File: config.mk
export PLATFORM = sky130hd
export DESIGN_NAME = mips_cpu_wb_arbiter
export DESIGN_NICKNAME = d
export VERILOG_FILES = /design/src/rtl/mips_cpu_wb_arbiter.sv
export SDC_FILE = /design/constraint.sdc
export NUM_CORES = 1
export LEC_CHECK = 0
export CAP_MARGIN = 20
export CORE_MARGIN = 2
export CORE_UTILIZATION = 35
export CTS_CLUSTER_SIZE = 8
export DETAILED_ROUTE_END_ITERATION = 10
export GPL_ROUTABILITY_DRIVEN = 0
export PLACE_DENSITY = 0.76
export SETUP_SLACK_MARGIN = 0.5
export SLEW_MARGIN = 25
export SYNTH_ARGS = -nofsm -noshare
export SYNTH_HDL_FRONTEND = slang
export SYNTH_SLANG_ARGS = --single-unit
File: constraint.sdc
create_clock -name clk -period 2.4 [get_ports clk]
set_input_delay 0.48 -clock clk [delete_from_list [all_inputs] [get_ports clk]]
set_output_delay 0.48 -clock clk [all_outputs]
set_load 0.03 [all_outputs]
File: src/rtl/mips_cpu_wb_arbiter.sv
// Register-file write-port arbiter: round-robin between ALU (A) and load/mult-div (B)
// writeback, with a registered write stage and a busy scoreboard for decode stalls.
module mips_cpu_wb_arbiter #(
    parameter int NREGS    = 32,
    parameter int ZERO_REG = 0,
    parameter int DATA_W   = 32
) (
    input  logic              clk,
    input  logic              reset,
    input  logic              a_valid,
    input  logic [4:0]        a_reg,
    input  logic [DATA_W-1:0] a_data,
    output logic              a_ready,
    input  logic              b_valid,
    input  logic [4:0]        b_reg,
    input  logic [DATA_W-1:0] b_data,
    output logic              b_ready,
    input  logic              rsv_valid,
    input  logic [4:0]        rsv_reg,
    input  logic [4:0]        query_reg_1,
    input  logic [4:0]        query_reg_2,
    output logic              busy_1,
    output logic              busy_2,
    output logic              busy_any,
    output logic [4:0]        write_reg,
    output logic [DATA_W-1:0] write_data,
    output logic              write_en
);

    localparam logic [4:0] ZERO_IDX = 5'(ZERO_REG);

    typedef enum logic {
        GRANT_A = 1'b0,
        GRANT_B = 1'b1
    } grant_e;

    grant_e              last_grant_q, last_grant_d;
    logic [NREGS-1:0]    busy_q, busy_d;
    logic [4:0]          write_reg_q, write_reg_d;
    logic [DATA_W-1:0]   write_data_q, write_data_d;
    logic                write_en_q, write_en_d;

    logic                a_xfer, b_xfer, xfer;
    logic [4:0]          xfer_reg;
    logic [DATA_W-1:0]   xfer_data;

    always_ff @(posedge clk) begin
        if (reset) begin
            last_grant_q <= GRANT_B;
            busy_q       <= '0;
            write_reg_q  <= '0;
            write_data_q <= '0;
            write_en_q   <= 1'b0;
        end else begin
            last_grant_q <= last_grant_d;
            busy_q       <= busy_d;
            write_reg_q  <= write_reg_d;
            write_data_q <= write_data_d;
            write_en_q   <= write_en_d;
        end
    end

    always_comb begin
        // Readies never look at the port's own valid, so both can be high but
        // at most one transfer happens: with both valid they are mutually exclusive.
        a_ready      = !b_valid || (last_grant_q == GRANT_B);
        b_ready      = !a_valid || (last_grant_q == GRANT_A);
        a_xfer       = a_valid && a_ready;
        b_xfer       = b_valid && b_ready;
        xfer         = a_xfer || b_xfer;
        xfer_reg     = a_xfer ? a_reg  : b_reg;
        xfer_data    = a_xfer ? a_data : b_data;

        last_grant_d = last_grant_q;
        write_reg_d  = write_reg_q;
        write_data_d = write_data_q;
        write_en_d   = 1'b0;
        busy_d       = busy_q;

        if (a_xfer) begin
            last_grant_d = GRANT_A;
        end else if (b_xfer) begin
            last_grant_d = GRANT_B;
        end

        if (xfer) begin
            write_reg_d      = xfer_reg;
            write_data_d     = xfer_data;
            write_en_d       = (xfer_reg != ZERO_IDX);
            busy_d[xfer_reg] = 1'b0;
        end

        // Applied after the clear so a fresh reservation supersedes a completing write.
        if (rsv_valid && (rsv_reg != ZERO_IDX)) begin
            busy_d[rsv_reg] = 1'b1;
        end
        busy_d[ZERO_IDX] = 1'b0;
    end

    assign busy_1     = busy_q[query_reg_1];
    assign busy_2     = busy_q[query_reg_2];
    assign busy_any   = |busy_q;
    assign write_reg  = write_reg_q;
    assign write_data = write_data_q;
    assign write_en   = write_en_q;

endmodule
==> results of run 1 <==
## cell families after synthesis
family,synth area share [%]
compound gates,22.95
buf+inv,4.985
mux,10.43
simple gates,24.66
flops,36.98
## Yosys cell counts (7+ instances only)
cell type / count
dfxtp_1: 70
a32o_1: 14
a311oi_1: 34
nand2_1: 98
a21oi_1: 19
nor2_1: 50
nand3_1: 16
o41ai_1: 16
mux4_2: 14
buf_2: 7
nor4_1: 7
clkbuf_1: 23
## through the flow
stage / power [mW] / util, % / worst slack [ns]
detailed placement: 2.077 / 53.89 / -0.9048
global route: 3.394 / 57.56 / -0.1433
finish: 3.261 / 57.56 / -0.09312
global placement: 2.063 / 53.89 / -0.8522
floorplan: 1.684 / - / 0.1818
CTS: 3.267 / 56.76 / -0.1077
## critical path, cell delays in order (launching register included)
cell and delay [ns]:
dfxtp_2 0.33, buf_4 0.13, mux4_2 0.46, nor2b_1 0.13
a2111o_1 0.10, nand3_1 0.06, a221o_2 0.30, buf_6 0.14
## final timing paths
path | slack (ns) | cells after the start | to | startpoint
setup / recovery | -0.09 | 7 | busy_2 | busy_q[7]
hold / removal | 0.47 | 2 | write_reg[0] | write_reg[0]
setup reg to reg | 0.54 | 6 | busy_q[5] | last_grant_q
hold reg to reg | 0.47 | 2 | write_reg[0] | write_reg[0]
## area by class of cell
cell class,instances,share of cell area (%)
inverters,8,0.5008
flip-flops and latches,70,23.50
multi-input cells,334,37.52
clock inverters,5,1.774
well taps,136,2.838
clock buffers,11,2.358
repair buffers,198,31.51
## layer usage
metal	share of wire, %	wire, um	vias to the layer above
met5	0	0	-
met2	47	6397	276
li1	-	-	2026
met1	39	5337	2049
met4	2.8	377	0
met3	11	1546	38
## power by group
part           switching, mW  internal [mW]
Combinational          0.428          0.379
Clock                  0.478          0.722
Sequential            0.0330           1.22
## repair_timing
item / 4_1_cts / 5_1_grt
pin swaps: 5 / 5
endpoints found under the setup margin: 39 / 31
setup buffers: 2 / 2
resized for setup: 48 / 26
==> results.py, run 1 <==
metrics = {
    "status": {
        "outcome": "finished with violations",
        "violations": "setup timing",
    },
    "logic_synthesis": {
        "synth_edf_count": 0,
        "synthesis.nets": 541,
        "ys_seq_area_share_pct": 36.98,
        "ys_warn_count": 0,
        "yosys.area.top_type_share_pct": 36.98,
        "synth_async_sr_flop_share_pct": 0,
        "synth_flop_cell": "dfxtp_1",
        "yosysTopAreaCell": "dfxtp_1",
        "synth.ff_latch_count": 70,
        "syn_area_per_cell_um2": 8.478,
        "yosysUniqueCellTypes": 45,
        "synth_area_leaders": "dfxtp_1, nand2_1, mux4_2",
        "synthCells": 447,
        "syn_area_um2": 3790,
    },
    "timing": {
        "layout_min_cycle_time_ns": 2.493,
        "timing.final.ws_setup_ns": -0.09312,
        "fin_hold_ws_ns": 0.4707,
        "rsz0062_at_grt": "true",
        "slew_viol_final": 0,
        "relSlewSlack_pct": 53.48,
        "fin_skew_ns": 0.01041,
        "max_freq_mhz": 401.1,
        "tightestPinTransition_ns": 0.6925,
        "finalCritPeriodShare_pct": 103.9,
        "fin_setup_tns_ns": -0.1839,
        "setup_viol": 2,
        "final_hold_viol_count": 0,
    },
    "worst_setup_path": {
        "cp.required_ns": 1.92,
        "critPathLaunchType": "flip-flop",
        "path_max_fanout": 2,
        "critical_path_class": "reg -> out",
        "cp-end-kind": "primary output",
        "critPathArrivalTime_ns": 2.01,
    },
    "final_layout": {
        "antennaDiodeCount": 0,
        "multi_input_area_um2": 2250,
        "fill_cells": 947,
        "register_area_um2": 1409,
        "final_cell_mix": "clkdlybuf4s50_1, nand2_1, dfxtp_1, buf_4, nor2_1",
        "fin_cells": 762,
        "largest_reg_flops": 32,
        "fin_area_um2": 5996,
        "mostFrequentLayoutCell": "clkdlybuf4s50_1",
        "area_delta_synth_final_pct": 58.20,
        "layout-drive-gt1-share_pct": 21.73,
        "nets": 715,
    },
    "clock_network": {
        "clock_latency_ns": 0.35,
        "ctsHoldBuffers": 0,
        "cts.sinks": 70,
        "path_clk_slew_ns": 0.08,
        "clk_path_buf_depth": 2,
        "cts-root-buf": "clkbuf_8",
        "cts_made_buffers": 9,
        "h-tree-depth": 3,
        "cts_tree": "yes",
    },
    "place": {
        "dpl-instance-area_um2": 5613,
        "dp_hpwl_um": 10280,
        "dp.cells": 742,
        "io_buffers": 136,
    },
    "power": {
        "p_leak_nw": 2.461,
        "peakVddDrop_v": 0.0003254,
        "p_per_area_nw_per_um2": 544.0,
    },
    "global_routing": {
        "grt_usage_pct": 23.70,
        "overflow": 0,
        "met3_usage_pct": 7.354,
        "antenna_found_initial": 0,
        "first_global_vias": 4302,
        "use_met1_pct": 29.45,
        "grt_use_met2_pct": 38.36,
        "grt_pass1_wl_um": 21690,
        "busiest_layer": "met2",
        "grt_max_degree": 66,
    },
    "floorplanning": {
        "fp.coreArea_um2": 10420,
        "io_pins": 137,
        "die_h_um": 108.1,
        "core.rowCount": 37,
        "dieArea_um2": 11680,
        "initial_core_util_pct": 36.38,
        "fp.dieW_um": 108.1,
    },
    "detailed_routing": {
        "vias_per_cell": 5.760,
        "drt_iter0_drc": 343,
        "drt_first_pass_iters": 5,
        "wl_per_cell_um": 17.92,
        "drc": 0,
        "wl_um": 13660,
        "vias": 4389,
        "ant_nets": 0,
    },
    "flow_run": {
        "cap_violations": 0,
    },
    "worst_hold_path": {
        "hp-class": "reg -> reg",
    },
}
No activity file was read; power rests on OpenSTA's default activity.
==> run 2: changes to the inputs <==
- ABC_CLOCK_PERIOD_IN_PS: not set -> 2400
- CTS_CLUSTER_DIAMETER: not set -> 120
==> results of run 2 <==
The final DEF is identical to that of run 1; final timing and power are the same.
